**config.mk**
```make
export PLATFORM = sky130hd
export DESIGN_NAME = ifu_prefetch_queue
export DESIGN_NICKNAME = d
export VERILOG_FILES = /design/src/rtl/ifu_pkg.sv /design/src/rtl/ifu_fifo.sv /design/src/rtl/ifu_prefetch_queue.sv
export SDC_FILE = /design/constraint.sdc
export NUM_CORES = 1
export LEC_CHECK = 0
export CORE_MARGIN = 2
export CORE_UTILIZATION = 42
export CTS_CLUSTER_DIAMETER = 100
export DETAILED_ROUTE_END_ITERATION = 7
export GPL_ROUTABILITY_DRIVEN = 1
export PLACE_DENSITY = 0.68
export SYNTH_ARGS = -nofsm -noshare
export SYNTH_HDL_FRONTEND = slang
export SYNTH_HIERARCHICAL = 1
export SYNTH_SLANG_ARGS = --single-unit
```
**constraint.sdc**
```tcl
create_clock -name i_clock -period 20.5 [get_ports i_clock]
set_input_delay 4.1 -clock i_clock [delete_from_list [all_inputs] [get_ports i_clock]]
set_output_delay 4.1 -clock i_clock [all_outputs]
set_load 0.005 [all_outputs]
```
**src/rtl/ifu_pkg.sv**
```systemverilog
// Shared types and constants for the instruction prefetch queue.
package ifu_pkg;

    typedef enum logic [1:0] {StIdle, StAr, StRdata, StDrain} ifu_state_e;

    // Field widths of the default RV32 configuration; wider builds define their own entry type.
    localparam int unsigned IFU_ADDR_W = 32;
    localparam int unsigned IFU_INST_W = 32;

    typedef struct packed {
        logic [IFU_INST_W-1:0] inst;
        logic [IFU_ADDR_W-1:0] pc;
        logic                  exception;
    } fetch_entry_t;

    localparam logic [3:0] MCAUSE_INST_ACCESS_FAULT = 4'd1;
    localparam logic [1:0] AXI_BURST_INCR           = 2'b01;

endpackage

```
**src/rtl/ifu_fifo.sv**
```systemverilog
// Synchronous FIFO of fetch entries; clear overrides push and pop in the same cycle.
module ifu_fifo #(
    parameter int unsigned Depth = 8,
    parameter type entry_t = ifu_pkg::fetch_entry_t
) (
    input  logic                  clk_i,
    input  logic                  rst_ni,
    input  logic                  push_i,
    input  logic                  pop_i,
    input  logic                  clear_i,
    input  entry_t                wdata_i,
    output entry_t                rdata_o,
    output logic                  full_o,
    output logic                  empty_o,
    output logic [$clog2(Depth):0] count_o
);

    localparam int unsigned PtrW = (Depth > 1) ? $clog2(Depth) : 1;
    localparam int unsigned CntW = $clog2(Depth) + 1;
    localparam logic [PtrW-1:0] LastPtr = PtrW'(Depth - 1);
    localparam logic [CntW-1:0] FullCnt = CntW'(Depth);

    entry_t            mem_q [Depth];
    logic [PtrW-1:0]   wptr_q, rptr_q;
    logic [CntW-1:0]   count_q;
    logic              do_push, do_pop;

    assign empty_o = (count_q == '0);
    assign full_o  = (count_q == FullCnt);
    assign count_o = count_q;
    assign rdata_o = mem_q[rptr_q];

    // A pop frees the slot the same cycle, so a full FIFO may still accept a push.
    assign do_pop  = pop_i && !empty_o;
    assign do_push = push_i && (!full_o || do_pop);

    always_ff @(posedge clk_i) begin
        if (do_push && !clear_i) begin
            mem_q[wptr_q] <= wdata_i;
        end
    end

    always_ff @(posedge clk_i or negedge rst_ni) begin
        if (!rst_ni) begin
            wptr_q  <= '0;
            rptr_q  <= '0;
            count_q <= '0;
        end else if (clear_i) begin
            wptr_q  <= '0;
            rptr_q  <= '0;
            count_q <= '0;
        end else begin
            if (do_push) begin
                wptr_q <= (wptr_q == LastPtr) ? '0 : wptr_q + PtrW'(1);
            end
            if (do_pop) begin
                rptr_q <= (rptr_q == LastPtr) ? '0 : rptr_q + PtrW'(1);
            end
            if (do_push != do_pop) begin
                count_q <= do_push ? count_q + CntW'(1) : count_q - CntW'(1);
            end
        end
    end

endmodule

```
**src/rtl/ifu_prefetch_queue.sv**
```systemverilog
// Sequential instruction prefetcher: AXI4 INCR line bursts into a FIFO, one instruction per cycle
// to decode, with redirect draining and access-fault reporting.
module ifu_prefetch_queue
    import ifu_pkg::*;
#(
    parameter int unsigned       ADDR_W    = 32,
    parameter int unsigned       INST_W    = 32,
    parameter int unsigned       BURST_LEN = 4,
    parameter int unsigned       DEPTH     = 8,
    parameter logic [ADDR_W-1:0] RESET_PC  = ADDR_W'(32'h3000_0000),
    parameter logic [3:0]        AXI_ID    = 4'd0
) (
    input  logic              i_clock,
    input  logic              i_reset_n,
    input  logic              i_flush,
    input  logic [ADDR_W-1:0] i_redirect_pc,
    output logic              o_valid,
    input  logic              i_ready,
    output logic [INST_W-1:0] o_inst,
    output logic [ADDR_W-1:0] o_pc,
    output logic              o_exception,
    output logic [3:0]        o_mcause,
    output logic              o_arvalid,
    input  logic              i_arready,
    output logic [ADDR_W-1:0] o_araddr,
    output logic [7:0]        o_arlen,
    output logic [2:0]        o_arsize,
    output logic [1:0]        o_arburst,
    output logic [3:0]        o_arid,
    input  logic              i_rvalid,
    output logic              o_rready,
    input  logic [INST_W-1:0] i_rdata,
    input  logic [1:0]        i_rresp,
    input  logic              i_rlast,
    input  logic [3:0]        i_rid
);

    localparam int unsigned       BEAT_BYTES = INST_W / 8;
    localparam int unsigned       LINE_BYTES = BURST_LEN * BEAT_BYTES;
    localparam int unsigned       CNT_W      = $clog2(DEPTH) + 1;
    localparam logic [CNT_W-1:0]  MAX_FILL   = CNT_W'(DEPTH - BURST_LEN);
    localparam logic [ADDR_W-1:0] BEAT_STEP  = ADDR_W'(BEAT_BYTES);
    localparam logic [ADDR_W-1:0] LINE_STEP  = ADDR_W'(LINE_BYTES);
    localparam logic [ADDR_W-1:0] LINE_MASK  = ~(LINE_STEP - ADDR_W'(1));

    typedef struct packed {
        logic [INST_W-1:0] inst;
        logic [ADDR_W-1:0] pc;
        logic              exception;
    } entry_t;

    ifu_state_e        state_q;
    logic [ADDR_W-1:0] fetch_pc_q, base_q, beat_addr_q;
    logic              halted_q, drain_q, fault_q;

    entry_t            wr_entry, head;
    logic              fifo_push, fifo_pop, fifo_full, fifo_empty;
    logic [CNT_W-1:0]  fifo_count;
    logic              beat_fault;
    logic              unused_ok;

    assign beat_fault = (i_rresp != 2'b00);
    // Leading beats below fetch_pc belong to an unaligned redirect and are dropped.
    assign fifo_push  = (state_q == StRdata) && i_rvalid && !i_flush && (beat_addr_q >= fetch_pc_q);
    assign fifo_pop   = o_valid && i_ready;

    assign wr_entry.inst      = beat_fault ? '0 : i_rdata;
    assign wr_entry.pc        = beat_addr_q;
    assign wr_entry.exception = beat_fault;

    ifu_fifo #(
        .Depth   (DEPTH),
        .entry_t (entry_t)
    ) u_fifo (
        .clk_i   (i_clock),
        .rst_ni  (i_reset_n),
        .push_i  (fifo_push),
        .pop_i   (fifo_pop),
        .clear_i (i_flush),
        .wdata_i (wr_entry),
        .rdata_o (head),
        .full_o  (fifo_full),
        .empty_o (fifo_empty),
        .count_o (fifo_count)
    );

    always_ff @(posedge i_clock or negedge i_reset_n) begin
        if (!i_reset_n) begin
            state_q     <= StIdle;
            fetch_pc_q  <= RESET_PC;
            base_q      <= '0;
            beat_addr_q <= '0;
            halted_q    <= 1'b0;
            drain_q     <= 1'b0;
            fault_q     <= 1'b0;
        end else begin
            unique case (state_q)
                StIdle: begin
                    if (!halted_q && !i_flush && (fifo_count <= MAX_FILL)) begin
                        state_q     <= StAr;
                        base_q      <= fetch_pc_q & LINE_MASK;
                        beat_addr_q <= fetch_pc_q & LINE_MASK;
                        drain_q     <= 1'b0;
                        fault_q     <= 1'b0;
                    end
                end
                StAr: begin
                    if (i_flush) begin
                        drain_q <= 1'b1;
                    end
                    if (i_arready) begin
                        state_q <= (drain_q || i_flush) ? StDrain : StRdata;
                    end
                end
                StRdata: begin
                    if (i_rvalid) begin
                        beat_addr_q <= beat_addr_q + BEAT_STEP;
                        if (fifo_push && beat_fault) begin
                            fault_q <= 1'b1;
                        end
                    end
                    if (i_rvalid && i_rlast) begin
                        state_q    <= StIdle;
                        fetch_pc_q <= base_q + LINE_STEP;
                        if (fault_q || (fifo_push && beat_fault)) begin
                            halted_q <= 1'b1;
                        end
                    end else if (i_flush) begin
                        state_q <= StDrain;
                    end
                end
                StDrain: begin
                    if (i_rvalid && i_rlast) begin
                        state_q <= StIdle;
                    end
                end
                default: state_q <= StIdle;
            endcase
            // Redirect overrides the sequential fetch_pc advance and releases a fault halt.
            if (i_flush) begin
                fetch_pc_q <= i_redirect_pc;
                halted_q   <= 1'b0;
            end
        end
    end

    assign o_arvalid = (state_q == StAr);
    assign o_araddr  = base_q;
    assign o_arlen   = 8'(BURST_LEN - 1);
    assign o_arsize  = 3'($clog2(BEAT_BYTES));
    assign o_arburst = AXI_BURST_INCR;
    assign o_arid    = AXI_ID;
    assign o_rready  = (state_q == StRdata) || (state_q == StDrain);

    assign o_valid     = !fifo_empty;
    assign o_inst      = o_valid ? head.inst : '0;
    assign o_pc        = o_valid ? head.pc : '0;
    assign o_exception = o_valid && head.exception;
    assign o_mcause    = o_exception ? MCAUSE_INST_ACCESS_FAULT : 4'd0;

    assign unused_ok = ^{i_rid, fifo_full};

endmodule

```
==> key figures, run 1 <==
Status
  • Outcome: complete, no violations

Finish
  • Nets: 1972
  • Layout cells sized above 1: 0.178
  • Post-Layout Inst Area: 31600 um2
  • Area Overhead vs Synth: 16.9%
  • Final core utilization: 0.499
  • ANT cells: 0
  • Post-route insts no fill: 2752

Setup path
  • Worst path bufs/invs: 3
  • Worst R2R End: u_fifo/mem_q[7][28]
  • CP Cell Sequence: clkdlybuf4s50_1, nand3b_1, or2_2, nor4_1, o31ai_1, nand2b_1, o21ai_4, inv_2, nand2_1, nor2_4, buf_4
  • CP Data Arrival Time: 8.84 ns
  • Top Family by Delay on Critical Path: simple AND/OR/NAND/NOR gates
  • Crit-path max cell delay: 0.94 ns
  • Slowest-stage cell, CP: nor2_4
  • Critical path capture point type: register
  • Worst-path fanout max: 38
  • Worst R2R Start: beat_addr_q[21]
  • R2R cell count: 11
  • Worst reg2reg setup slack: 15.24 ns
  • CP Data Required Time: 20.73 ns
  • CP Launch Type: input pin
  • CP Class: in -> reg

Clock network
  • Num CTS Buffers: 66
  • Clk_lat worst skew: 0.61 ns
  • Sink Count: 625
  • H-tree depth: 3
  • CTS tree: yes
  • Root Driver: clkbuf_16
  • Post-CTS sizing: 0
  • Post-CTS Hold Buffers: 0
  • Post-CTS Setup Bufs: 0
  • CTS clk-pin slew, worst paths: 0.06 ns
  • CTS Buffer Depth: 3

Die
  • DIE HEIGHT: 258 um
  • Initial Util: 0.427
  • Die width: 258 um
  • Cell Rows: 92
  • Die area: 66400 um2
  • Core area: 63300 um2
  • Io pins: 198

Hold path
  • HP Class: reg -> reg
  • Hold EP: fault_q
  • Hold Crit Depth: 2
  • Hold_sp: fault_q

Power
  • Pwr Total: 3.22 mW
  • Peak supply drop: 56.6 uV
  • Pwr/cell area: 102 nW/um2
  • Pleak: 10.5 nW

Route
  • Routed length per placed instance: 21.3 um
  • DR iter-0 viols: 1292
  • Vias per inst: 5.48
  • DRT Wirelength: 58.5 mm
  • DRT antenna net count: 0
  • Drt pass-1 iters: 5
  • Residual DRC count: 0
  • DR vias: 15100

Global routing
  • GR peak layer: met2
  • GRT met2 Usage: 0.292
  • Number of global-route vias before repair: 15300
  • Initial antenna violation count: 0
  • Total Routing Usage GR: 0.178
  • Largest net degree at the start of global routing: 75
  • Met1 Track Usage GR: 0.246
  • First-pass GRT wire length: 90.2 mm
  • Gr ovfl total: 0
  • Met3 global-route usage: 0.0293

Timing
  • Final worst path period need: 8.61 ns
  • Setup Skew: 0.0276 ns
  • Worst setup margin: 11.89 ns
  • Hold WS: 0.521 ns
  • Rel. slew slack: 0.230
  • Final setup violation count: 0
  • Fmax: 116 MHz
  • Worst-Margin Slew: 1.15 ns
  • Setup TNS Final: 0 ns
  • Period utilisation layout: 0.420
  • Hold Vio Cnt, Final: 0
  • RSZ-0062 raised after global routing: false
  • Max Slew Vio Count: 0

Placed design
  • Placed insts: 2634
  • Post-Place Setup Slack: 11.24 ns
  • I/O Buffers: 169
  • Post-DP HPWL: 34.5 mm
  • Dpl cell area: 29500 um2
  • Final GP Congestion: 0.867

Logic synthesis
  • Netlist Area Pre-Place: 27000 um2
  • Cells after Synth: 1673
  • Avg Cell Area, Syn: 16.1 um2
  • Warnings, synthesis: 6

Flow run
  • Max-cap violations: 0
[registers in the layout, summed over array words and instances, names as in the netlist]
| register | flops |
|---|---|
| u_fifo/mem_q | 520 |
| drain_q | 1 |
| beat_addr_q | 30 |
| halted_q | 1 |
| fault_q | 1 |
| u_fifo/rptr_q | 3 |
| u_fifo/wptr_q | 3 |
| fetch_pc_q | 32 |
| o_araddr | 28 |
| u_fifo/count_o | 4 |
| state_q | 2 |
[how the worst max path moves through the flow]
stage	start	end	slack, ns	cells past startpoint
2_1_floorplan	i_flush	u_fifo/mem_q[0][0]	7.66	7
3_3_place_gp	i_rvalid	u_fifo/mem_q[7][28]	11.26	11
3_5_place_dp	i_rvalid	u_fifo/mem_q[7][18]	11.24	11
4_1_cts	i_rvalid	u_fifo/mem_q[7][28]	11.88	11
5_1_grt	i_rvalid	u_fifo/mem_q[6][26]	11.69	11
6_report	i_rvalid	u_fifo/mem_q[7][28]	11.89	11
[layout make-up]
| type | count | area (um2) |
|---|---|---|
| Fill cell | 5239 | 31700 |
| Sequential cell | 625 | 18300 |
| Multi-Input combinational cell | 929 | 8180 |
| Timing Repair Buffer | 193 | 1860 |
| Clock buffer | 91 | 1820 |
| Tap cell | 846 | 1060 |
| Clock inverter | 27 | 254 |
| Inverter | 41 | 154 |
[metal layers]
| metal | wire length (um) | vias up |
|---|---|---|
| li1 | - | 6782 |
| met1 | 25300 | 7646 |
| met2 | 28500 | 558 |
| met3 | 3530 | 89 |
| met4 | 1180 | 0 |
| met5 | 0 | - |
[layout by cell type (no fill, tap or decap), types with 15 or more instances in the layout]
cell type / count
nand2_1: 131
clkdlybuf4s50_1: 167
edfxtp_1: 520
mux2_2: 65
clkbuf_1: 20
ha_1: 38
nand3_1: 35
nor2b_1: 69
a21oi_1: 50
buf_4: 25
o21ai_0: 85
nand4_1: 21
dfrtp_1: 100
nor2_1: 30
nor3_1: 15
o22ai_1: 15
mux4_2: 130
inv_1: 40
clkbuf_16: 68
conb_1: 40
and2_1: 38
[power breakdown]
group	internal [mW]	switching (mW)	total, mW
combinational	0.186	0.203	0.389
clock	0.662	0.479	1.14
sequential	1.51	0.174	1.69
total	2.36	0.856	3.22
[worst reg2reg max path: cells and delay by family (launching register included)]
kind,cells,cell delay [ns]
simple gates,5,2.28
flops,1,0.54
fa+ha+maj,1,0.38
compound gates,3,0.81
buf+inv,2,0.85
Power figures use the tool's default switching activity.
==> run 2: changes to the inputs <==
- PLACE_DENSITY: 0.68 -> 0.71
- clock period: 20.5 -> 7.9 ns (I/O delays scaled with it)
==> key figures, run 2 (synthesis gave the netlist of run 1 again) <==
Finish
  • Most frequent cells in the layout: edfxtp_1, clkdlybuf4s50_1, nand2_1
  • Largest Register: u_fifo/mem_q
  • ANT cells: 0 (unchanged)
  • Post-Layout Inst Area: 31600 um2 (+0.17%)
  • Nets: 1965 (-0.35%)
  • Layout cells sized above 1: 0.182 (+0.00401)
  • Top Registers: u_fifo/mem_q: 520 flops, fetch_pc_q: 32 flops, beat_addr_q: 30 flops
  • Area Overhead vs Synth: 17.1%
  • Largest register FFs: 520 (unchanged)
  • Commonest non-fill, non-tap cell in the layout: edfxtp_1

Setup path
  • Slowest-stage cell, CP: dfrtp_4
  • CP Data Arrival Time: 3.78 ns (-5.06 ns)
  • Crit-path max cell delay: 0.92 ns (-0.02 ns)
  • CP Data Required Time: 6.32 ns (-14.41 ns)
  • Worst path bufs/invs: 2 (-1)
  • Critical path capture point type: primary output
  • CP Launch Type: register
  • Top Family by Delay on Critical Path: buffers and inverters
  • CP Cell Sequence: buf_12, mux4_2, mux2_2, nor2b_1, clkdlybuf4s50_1
  • Worst R2R Start: beat_addr_q[19]
  • CP Class: reg -> out
  • CP startpoint: u_fifo/rptr_q[0]
  • Worst-path fanout max: 84 (+120%)

Power
  • Pleak: 10.5 nW (+0.30%)
  • Pwr/cell area: 266 nW/um2 (+160%)
  • Peak supply drop: 167 uV (+190%)

Clock network
  • Sink Count: 625 (unchanged)
  • H-tree depth: 2 (-1)
  • Root Driver: clkbuf_16
  • CTS Buffer Depth: 3 (unchanged)
  • Post-CTS sizing: 0 (unchanged)
  • CTS tree: yes
  • Clk_lat worst skew: 0.63 ns (+0.02 ns)
  • CTS clk-pin slew, worst paths: 0.06 ns (about the same)
  • Post-CTS Hold Buffers: 0 (unchanged)
  • Num CTS Buffers: 59 (-11%)
  • Post-CTS Setup Bufs: 0 (unchanged)

Timing
  • Final setup violation count: 0 (unchanged)
  • Hold WS: 0.499 ns (-0.0226 ns)
  • Rel. slew slack: 0.242 (+0.0128)
  • Period utilisation layout: 0.679
  • Max Slew Vio Count: 0 (unchanged)
  • RSZ-0062 raised after global routing: false
  • Final worst path period need: 5.36 ns
  • Setup Skew: 0.0288 ns (+0.00121 ns)
  • Worst-Margin Slew: 1.14 ns (-0.0159 ns)
  • Hold Vio Cnt, Final: 0 (unchanged)
  • Fmax: 187 MHz

Route
  • DR top layer: met4
  • DRT Wirelength: 58.5 mm (about the same)
  • Residual DRC count: 0 (unchanged)
  • DRT antenna net count: 0 (unchanged)
  • Met3 wire len: 3.44 mm (-2.6%)
  • Routed met1 length: 25.2 mm (-0.57%)
  • DR iter-0 viols: 1152 (-11%)
  • DR vias: 15000 (-0.27%)
  • Drt pass-1 iters: 5 (unchanged)
  • Met2 WL: 28.9 mm (+1.5%)
  • Routed length per placed instance: 21.3 um (+0.26%)
  • Vias per inst: 5.48 (about the same)

Die
  • Die width: 258 um (unchanged)
  • Core area: 63300 um2 (unchanged)
  • Io pins: 198 (unchanged)
  • Die area: 66400 um2 (unchanged)
  • DIE HEIGHT: 258 um (unchanged)
  • Cell Rows: 92 (unchanged)
  • Initial Util: 0.427 (unchanged)

Global routing
  • Initial antenna violation count: 0 (unchanged)
  • Total Routing Usage GR: 0.176 (-0.00154)
  • Gr ovfl total: 0 (unchanged)
  • Largest net degree at the start of global routing: 85 (+13%)
  • First-pass GRT wire length: 90.6 mm (+0.44%)
  • Number of global-route vias before repair: 15300 (+0.17%)

Status
  • Outcome: complete, no violations

Hold path
  • HP Class: reg -> reg
  • Hold_sp: fault_q

Placed design
  • Post-DP HPWL: 34.7 mm (+0.63%)
  • I/O Buffers: 169 (unchanged)
  • Dpl cell area: 29500 um2 (+0.10%)
  • Final GP Congestion: 0.876 (+1.0%)

Flow run
  • Max-cap violations: 0 (unchanged)
==> run 2: cell count changes in the layout (fill, tap and decap cells not counted), moves of 5 or more <==
cell | previous run | this run
bufinv_16 | 3 | 12
clkinv_2 | 4 | 10
clkbuf_1 | 20 | 10
clkinv_1 | 13 | 8
clkbuf_16 | 68 | 60
==> run 2: where the power goes <==
group          switching [mW]  internal [mW]
Clock                    1.22           1.81
Combinational           0.524          0.484
Sequential              0.457           3.93
Total                    2.20           6.22
==> run 2: worst register-to-register path, cell delays in order, from the launching register on <==
cell and delay [ns]:
dfrtp_1 0.56, ha_1 0.41, nand4_1 0.13, or4_1 0.59, a311oi_1 0.53, o31ai_1 0.12
nand2b_1 0.31, o21ai_4 0.21, inv_2 0.14, nand2_1 0.23, nor2_4 0.71, buf_4 0.57
==> run 2: layer usage <==
metal / GRT usage / up-vias
met5: 0 / -
met4: 0.0422 / 0
met3: 0.0255 / 76
met2: 0.294 / 523
met1: 0.246 / 7655
li1: - / 6780
==> run 2: metrics by stage <==
step / power [mW] / setup WS (ns) / utilization / setup TNS, ns / instances
after detailed placement: 5.44 / 1.99 / 0.467 / 0 / 2634
after global placement: 5.39 / 2.03 / 0.467 / 0 / 2634
after global routing: 8.79 / 2.27 / 0.500 / 0 / 2743
after CTS: 8.46 / 2.40 / 0.500 / 0 / 2743
final: 8.42 / 2.54 / 0.500 / 0 / 2743
after floorplan: 4.94 / -0.0961 / - / -18.74 / 1711
==> run 2: path summary, 6_finish.rpt <==
path	end	slack, ns	depth (start not counted)
worst min-delay path	fault_q	0.50	2
worst max register to register	u_fifo/mem_q[6][50]	3.02	11
max in group asynchronous	beat_addr_q[7]	5.73	2
worst min register to register	fault_q	0.50	2
min in group asynchronous	o_araddr[27]	0.97	1
worst max-delay path	o_mcause[0]	2.54	5
==> run 2: area by class of cell <==
type / count / area [um2]
clock buffers: 72 / 1570
clock inverters: 37 / 531
fillers: 5224 / 31700
inverters: 41 / 154
multi-input cells: 929 / 8190
flip-flops and latches: 625 / 18300
well taps: 846 / 1060
repair buffers: 193 / 1890
==> run 3: changes to the inputs <==
- PLACE_DENSITY: 0.71 -> 0.68
- clock period: 7.9 -> 5.1 ns (I/O delays scaled with it)
==> key figures, run 3 (synthesis gave the netlist of run 1 again) <==
Status
  • Outcome: complete, no violations

Timing
  • Worst-Margin Slew: 1.17 ns (+0.0354 ns)
  • Fmax: 215 MHz
  • Final setup violation count: 0 (unchanged)
  • Hold Vio Cnt, Final: 0 (unchanged)
  • Final worst path period need: 4.66 ns
  • RSZ-0062 raised after global routing: false
  • Setup Skew: 0.0522 ns (+0.0233 ns)
  • Rel. slew slack: 0.217 (-0.0258)
  • Max Slew Vio Count: 0 (unchanged)
  • Period utilisation layout: 0.913

Finish
  • Final core utilization: 0.501 (+0.00166)
  • Nets: 1980 (+0.76%)
  • Area Overhead vs Synth: 17.5%
  • Largest Register: u_fifo/mem_q
  • Layout cells sized above 1: 0.189 (+0.00632)
  • Top Registers: u_fifo/mem_q: 520 flops, fetch_pc_q: 32 flops, beat_addr_q: 30 flops
  • Commonest non-fill, non-tap cell in the layout: edfxtp_1
  • Largest register FFs: 520 (unchanged)
  • Most frequent cells in the layout: edfxtp_1, clkdlybuf4s50_1, nand2_1, mux4_2, dfrtp_1
  • Post-route insts no fill: 2760 (+0.62%)

Placed design
  • I/O Buffers: 169 (unchanged)
  • Final GP Congestion: 0.818 (-6.6%)
  • Placed insts: 2649 (+0.57%)
  • Post-DP HPWL: 35.5 mm (+2.4%)

Route
  • DR iter-0 viols: 1212 (+5.2%)
  • DRT antenna net count: 0 (unchanged)
  • Drt pass-1 iters: 5 (unchanged)
  • Vias per inst: 5.46 (-0.43%)
  • DR vias: 15100 (+0.19%)
  • DRT Wirelength: 58.4 mm (-0.22%)
  • Routed length per placed instance: 21.2 um (-0.84%)
  • Residual DRC count: 0 (unchanged)

Global routing
  • Number of global-route vias before repair: 15200 (-0.94%)
  • Initial antenna violation count: 0 (unchanged)
  • First-pass GRT wire length: 89.7 mm (-1.0%)
  • Gr ovfl total: 0 (unchanged)
  • Largest net degree at the start of global routing: 75 (-12%)
  • Total Routing Usage GR: 0.175 (-0.000910)

Clock network
  • CTS Buffer Depth: 3 (unchanged)
  • Post-CTS Hold Buffers: 0 (unchanged)
  • Post-CTS Setup Bufs: 0 (unchanged)
  • Post-CTS sizing: 0 (unchanged)
  • H-tree depth: 2 (unchanged)
  • Num CTS Buffers: 59 (unchanged)
  • CTS clk-pin slew, worst paths: 0.06 ns (about the same)
  • Sink Count: 625 (unchanged)
  • Root Driver: clkbuf_16
  • CTS tree: yes
  • Clk_lat worst skew: 0.66 ns (+0.03 ns)

Setup path
  • Worst reg2reg setup slack: 0.80 ns (-2.22 ns)
  • CP Data Arrival Time: 3.64 ns (-0.14 ns)
  • Critical path capture point type: primary output
  • CP Data Required Time: 4.08 ns (-2.24 ns)
  • CP Launch Type: register
  • CP Class: reg -> out
  • Worst-path fanout max: 39 (-54%)

Die
  • DIE HEIGHT: 258 um (unchanged)
  • Initial Util: 0.427 (unchanged)
  • Die area: 66400 um2 (unchanged)
  • Io pins: 198 (unchanged)
  • Cell Rows: 92 (unchanged)
  • Die width: 258 um (unchanged)
  • Core area: 63300 um2 (unchanged)

Power
  • Switch Pwr: 3.43 mW (+56%)
  • Switching Share: 0.271 (+0.00985)
  • Int Pwr: 9.23 mW (+48%)
  • Peak supply drop: 273 uV (+63%)
  • Sequential share of power: 0.536 (+0.015)
  • Pwr/cell area: 399 nW/um2 (+50%)
  • Pwr Total: 12.7 mW (+50%)
  • Clock Power Share: 0.338 (-0.022)
  • Comb pwr share: 0.126 (+0.006)
  • Pleak: 10.6 nW (+0.45%)

Flow run
  • Max-cap violations: 0 (unchanged)

Hold path
  • HP Class: reg -> reg
==> run 3: final cells by class <==
cell class / count / area, um2
diodes: 1 / 2.50
clock buffers: 70 / 1550
clock inverters: 40 / 363
fillers: 5204 / 31600
inverters: 41 / 154
multi-input cells: 929 / 8230
flip-flops and latches: 625 / 18300
well taps: 846 / 1060
repair buffers: 208 / 2140
==> run 3: worst max-delay path, stage by stage (launching register included) <==
cell and delay [ns]:
dfrtp_4 0.97, buf_4 0.49, mux4_2 0.57, mux2_2 0.28, nor2b_1 0.15, clkdlybuf4s50_1 0.49
==> run 3: final timing paths <==
kind	start	end	depth (start not counted)
max in group asynchronous	i_reset_n	fetch_pc_q[18]	2
min in group asynchronous	i_reset_n	o_araddr[29]	1
worst min-delay path	fault_q	fault_q	2
worst max register to register	beat_addr_q[23]	u_fifo/mem_q[4][11]	11
worst max-delay path	u_fifo/rptr_q[0]	o_inst[3]	5
worst min register to register	fault_q	fault_q	2
==> run 3: power by group through the flow <==
| stage | logic [mW] | clock network [mW] | registers (mW) |
|---|---|---|---|
| detailed placement | 1.58 | 0 | 6.88 |
| global placement | 1.53 | 0 | 6.83 |
| CTS | 1.59 | 4.37 | 6.77 |
| finish | 1.60 | 4.28 | 6.78 |
| floorplan | 1.06 | 0 | 6.60 |
| global route | 1.78 | 4.57 | 6.87 |
==> run 3: metal layers <==
metal | vias to the layer above | part of all wire | track usage
met5 | - | 0 | 0
met4 | 0 | 0.023 | 0.0536
met3 | 92 | 0.050 | 0.0230
met2 | 508 | 0.49 | 0.289
met1 | 7657 | 0.44 | 0.244
li1 | 6805 | - | -
==> run 3: per-stage QoR <==
| step | TNS [ns] | instance area [um2] | worst slack [ns] | hold slack [ns] |
|---|---|---|---|---|
| floorplan | -143.56 | 27200 | -0.573 | 0.457 |
| detailed placement | 0 | 29800 | 0.527 | 0.493 |
| CTS | 0 | 31700 | 0.329 | 0.510 |
| global route | 0 | 31700 | 0.235 | 0.523 |
| global placement | 0 | 29800 | 0.640 | 0.475 |
| finish | 0 | 31700 | 0.442 | 0.519 |
